--- src/rtl/aes_pkg.sv ---
// aes_pkg: shared AES-128 constants and the job scheduler state encoding.
package aes_pkg;
    localparam int AES_W            = 128;
    localparam int AES_ROUNDS       = 10;
    localparam int AES_CORE_LATENCY = AES_ROUNDS + 1;

    typedef enum logic [1:0] {
        S_IDLE = 2'd0,
        S_LOAD = 2'd1,
        S_RUN  = 2'd2,
        S_DONE = 2'd3
    } state_t;
endpackage

--- src/rtl/rr_arbiter.sv ---
// rr_arbiter: combinational round-robin pick of the first request at or after ptr.
module rr_arbiter #(
    parameter int N = 2,
    localparam int IDW = $clog2(N)
) (
    input  logic [N-1:0]   req,
    input  logic [IDW-1:0] ptr,
    output logic [N-1:0]   gnt_onehot,
    output logic [IDW-1:0] gnt_idx,
    output logic           any
);
    logic [N-1:0] hi;
    logic [N-1:0] sel;

    // Requests at or above ptr take priority; otherwise wrap to the lowest one.
    always_comb begin
        hi      = req & ({N{1'b1}} << ptr);
        sel     = |hi ? hi : req;
        gnt_idx = '0;
        for (int k = N - 1; k >= 0; k--)
            if (sel[k]) gnt_idx = IDW'(k);
    end

    assign any        = |req;
    assign gnt_onehot = any ? N'(1) << gnt_idx : '0;
endmodule

--- src/rtl/aes_job_sched.sv ---
// aes_job_sched: round-robin scheduler sharing one iterative AES-128 core among requesters.
module aes_job_sched
    import aes_pkg::*;
#(
    parameter int NREQ    = 2,
    parameter int LATENCY = AES_CORE_LATENCY,
    parameter int W       = AES_W,
    localparam int IDW    = $clog2(NREQ),
    localparam int CW     = $clog2(LATENCY + 1)
) (
    input  logic            clock,
    input  logic            reset_n,
    input  logic [NREQ-1:0] req_valid,
    output logic [NREQ-1:0] req_ready,
    input  logic [NREQ*W-1:0] req_plain,
    input  logic [NREQ*W-1:0] req_key,
    output logic            resp_valid,
    input  logic            resp_ready,
    output logic [IDW-1:0]  resp_id,
    output logic [W-1:0]    resp_cipher,
    output logic            core_load,
    output logic [W-1:0]    core_plain,
    output logic [W-1:0]    core_key,
    input  logic [W-1:0]    core_cipher,
    output logic            busy
);
    state_t         state, state_nx;
    logic [IDW-1:0] rr_ptr, gnt_idx, id_q;
    logic [NREQ-1:0] gnt_oh;
    logic           any;
    logic [CW-1:0]  cnt;
    logic           last;
    logic [W-1:0]   plain_q, key_q, cipher_q;

    rr_arbiter #(.N(NREQ)) u_arb (
        .req       (req_valid),
        .ptr       (rr_ptr),
        .gnt_onehot(gnt_oh),
        .gnt_idx   (gnt_idx),
        .any       (any)
    );

    assign last = cnt == CW'(LATENCY - 1);

    always_comb begin
        state_nx   = state;
        req_ready  = '0;
        core_load  = 1'b0;
        resp_valid = 1'b0;
        busy       = state != S_IDLE;
        case (state)
            S_IDLE: begin
                req_ready = gnt_oh;
                state_nx  = any ? S_LOAD : S_IDLE;
            end
            S_LOAD: begin
                core_load = 1'b1;
                state_nx  = S_RUN;
            end
            S_RUN:  state_nx = last ? S_DONE : S_RUN;
            S_DONE: begin
                resp_valid = 1'b1;
                state_nx   = resp_ready ? S_IDLE : S_DONE;
            end
        endcase
    end

    always_ff @(posedge clock or negedge reset_n) begin
        if (!reset_n) begin
            state    <= S_IDLE;
            rr_ptr   <= '0;
            cnt      <= '0;
            id_q     <= '0;
            plain_q  <= '0;
            key_q    <= '0;
            cipher_q <= '0;
        end else begin
            state <= state_nx;
            if (state == S_IDLE && any) begin
                id_q    <= gnt_idx;
                plain_q <= req_plain[W*gnt_idx +: W];
                key_q   <= req_key[W*gnt_idx +: W];
                rr_ptr  <= gnt_idx == IDW'(NREQ - 1) ? '0 : gnt_idx + 1'b1;
            end
            cnt <= state == S_LOAD ? '0 : state == S_RUN ? cnt + 1'b1 : cnt;
            if (state == S_RUN && last) cipher_q <= core_cipher;
        end
    end

    assign resp_id     = id_q;
    assign resp_cipher = cipher_q;
    assign core_plain  = plain_q;
    assign core_key    = key_q;
endmodule

--- config.mk ---
export PLATFORM = sky130hd
export DESIGN_NAME = aes_job_sched
export DESIGN_NICKNAME = d
export VERILOG_FILES = /design/src/rtl/aes_pkg.sv /design/src/rtl/rr_arbiter.sv /design/src/rtl/aes_job_sched.sv
export SDC_FILE = /design/constraint.sdc
export NUM_CORES = 1
export LEC_CHECK = 0
export BUFFER_PORTS_ARGS = -buffer_cell sky130_fd_sc_hd__clkbuf_2
export CAP_MARGIN = 20
export CORE_AREA = 2 2 398 400
export DETAILED_ROUTE_END_ITERATION = 8
export DIE_AREA = 0 0 400 402
export GPL_TIMING_DRIVEN = 1
export MAX_ROUTING_LAYER = met4
export SLEW_MARGIN = 10
export SYNTH_ARGS = -nofsm -noshare
export SYNTH_HDL_FRONTEND = slang
export SYNTH_SLANG_ARGS = --single-unit
--- constraint.sdc ---
create_clock -name clock -period 4.7 [get_ports clock]
set_input_delay 0.235 -clock clock [delete_from_list [all_inputs] [get_ports clock]]
set_output_delay 0.235 -clock clock [all_outputs]
set_load 0.02 [all_outputs]
==> flow_metrics.env <==
export IMPL_outcome="completed"
export IMPL_portBuffers=1034
export IMPL_yosysTopAreaCell="dfrtp_1"
export IMPL_final_cells=5016
export IMPL_max_slew_margin_rel_pct=25.85
export IMPL_final_area_um2=32130
export IMPL_io_pins=1035
export IMPL_synthTopCellsByArea="dfrtp_1 60%, a221o_1 14%, mux2_2 8.8%"
export IMPL_final_antenna_net_count=0
export IMPL_num_rows=146
export IMPL_fin_crit_ns=3.334
export IMPL_top_usage_layer="met2"
export IMPL_grt_pass1_vias=18780
export IMPL_setup_tns_final_ns=0
export IMPL_mostFrequentLayoutCell="clkbuf_2"
export IMPL_syn_avg_cell_area_um2=13.38
export IMPL_p_leak_uw=0.01518
export IMPL_cts_max_path_buffers=3
export IMPL_synth_seq_cells=392
export IMPL_dp_hpwl_um=88880
export IMPL_maxCapViolCount=0
export IMPL_grt_max_degree=149
export IMPL_min_period_over_period_pct=70.94
export IMPL_cts_tree="done"
export IMPL_finalSetupViolCount=0
export IMPL_syn_inst=1218
export IMPL_synth_fp_nets=1870
export IMPL_cp_required_ns=5.24
export IMPL_die_area_um2=160800
export IMPL_route_detailed_drc=0
export IMPL_fin_nets=3522
export IMPL_overflow=0
export IMPL_post_synth_num_cell_types=31
export IMPL_die_w_um=400
export IMPL_fmax_ghz=0.2999
export IMPL_mostFrequentLayoutCells="1,033 x clkbuf_2, 642 x dlygate4sd3_1, 392 x dfrtp_1"
export IMPL_place_area_um2=23940
export IMPL_p_per_area_nw_per_um2=640.7
export IMPL_clock_root_buffer="clkbuf_16"
export IMPL_ys_flop_type="dfrtp_1"
export IMPL_ys_seq_area_share_pct=60.21
export IMPL_power_uw=20580
export IMPL_slew_viol_final=0
export IMPL_synth_top_cell_area_share_pct=60.21
export IMPL_crit_type="reg -> reg"
export IMPL_grt_pass1_wl_um=149600
export IMPL_post_cts_resize_count=0
export IMPL_drtIter0Drc=1524
export IMPL_async_flop_share_pct=100.0
export IMPL_via_count=18290
export IMPL_cts_clk_slew_worst_paths_ns=0.06
export IMPL_insertion_delay_ns=0.62
export IMPL_wl_per_cell_um=22.65
export IMPL_use_met2_pct=22.59
export IMPL_antenna_found_initial=72
export IMPL_start_kind="register"
export IMPL_drive_gt1_share_pct=44.05
export IMPL_hold_path_class="in -> async"
export IMPL_coreArea_um2=157100
export IMPL_met1_usage_pct=14.80
export IMPL_via_per_inst=3.647
export IMPL_yosys_warnings=0
export IMPL_synth_edff_count=0
export IMPL_htreeDepth=2
export IMPL_dp_cells=4248
export IMPL_mappedNetlistArea_um2=16290
export IMPL_met3_usage_pct=6.212
export IMPL_cp_max_fo=97
export IMPL_die_height_um=402
export IMPL_routabilityCongestion=0.9864
export IMPL_crit_path_end_kind="register"
export IMPL_ir_worst_vdd_uv=342.7
export IMPL_final_hold_viol_count=0
export IMPL_drt_first_pass_iters=5
export IMPL_worstRegToRegCells=7
export IMPL_track_usage_pct=13.82
export IMPL_tightest_slew_ns=1.112
export IMPL_clkSinkCount=392
export IMPL_critPathArrivalTime_ns=3.87
export IMPL_rsz0062_at_grt="no"
export IMPL_wl_um=113600
export IMPL_whs_ns=0.09072
export IMPL_clock_skew_ns=0.01885
export IMPL_numCtsBuffers=50
export IMPL_initial_core_util_pct=10.37
export IMPL_ctsHoldBuffers=642
export IMPL_area_growth_pct=97.20
export IMPL_cts_setup_buffers=0
[path summary, 6_finish.rpt]
kind	end	slack [ns]	from
min	core_key[51]$_DFFE_PN0P_	0.09	reset_n
max	core_key[44]$_DFFE_PN0P_	1.37	state[0]$_DFF_PN0_
max in group asynchronous	core_key[106]$_DFFE_PN0P_	3.40	reset_n
max reg2reg	core_key[44]$_DFFE_PN0P_	1.37	state[0]$_DFF_PN0_
min in group clock	core_plain[107]$_DFFE_PN0P_	0.11	req_plain[235]
min reg2reg	resp_id$_DFFE_PN0P_	0.48	resp_id$_DFFE_PN0P_
[metal layers]
layer / up-vias / share of wire (%) / wire length, um
met3: 213 / 12 / 14010
li1: 7928 / - / -
met1: 9143 / 36 / 41430
met4: 0 / 3.6 / 4131
met5: - / 0 / 0
met2: 1007 / 48 / 54020
[Yosys cell counts (6+ instances only)]
| cell type | count |
|---|---|
| mux2_2 | 128 |
| o21ai_0 | 25 |
| nor2_1 | 22 |
| buf_2 | 64 |
| ha_1 | 7 |
| dfrtp_1 | 392 |
| a221o_1 | 236 |
| and2_0 | 33 |
| and2_1 | 203 |
| buf_4 | 6 |
| clkbuf_1 | 33 |
| a31oi_1 | 21 |
| a21oi_1 | 20 |
[sequential cells by signal, summed over array words and instances, names as in the netlist]
name / count
state: 2
resp_id: 1
resp_cipher: 128
cnt: 4
rr_ptr: 1
core_plain: 128
core_key: 128
[cell type report]
| cell class | count | area (um2) |
|---|---|---|
| clock inverter | 21 | 188.9 |
| sequential | 392 | 9809 |
| timing repair buffer | 1705 | 11970 |
| multi-input combinational | 715 | 5971 |
| inverter | 6 | 22.52 |
| fill | 17000 | 125000 |
| antenna | 34 | 85.08 |
| clock buffer | 71 | 1491 |
| tap | 2072 | 2592 |
[worst max-delay path, stage by stage (launching register included)]
cell	delay, ns
dfrtp_1	0.41
inv_1	0.13
ha_1	0.34
nand2_1	0.14
a21oi_4	0.77
buf_12	0.37
a221o_1	0.29
dlygate4sd3_1	0.57
[report_power, final]
group | total [uW] | switching [uW] | leakage, uW | internal (uW)
sequential | 5840 | 959 | 0.00474 | 4880
combinational | 10800 | 5740 | 0.00961 | 5020
clock | 3990 | 1660 | 0.000837 | 2320
[kinds of logic (layout without fill, tap and decap cells)]
family	after synthesis	count (layout)	share of synthesized area, %
adder cells (fa/ha/maj)	7	7	0.5376
AO/OA/AOI/OAI	310	310	17.07
other	0	34	0
buffers and inverters	111	1803	3.233
AND/OR/NAND/NOR	269	269	10.04
flip-flops	392	392	60.21
multiplexers	129	129	8.909
[metrics by stage]
| stage | setup slack (ns) | utilization (%) |
|---|---|---|
| 2_1_floorplan | 3.022 | - |
| 3_3_place_gp | 1.834 | 15.22 |
| 3_5_place_dp | 1.814 | 15.24 |
| 4_1_cts | 1.345 | 20.40 |
| 5_1_grt | 1.199 | 20.44 |
| 6_report | 1.366 | 20.45 |
Note: power is estimated with default switching activity, not from simulation.
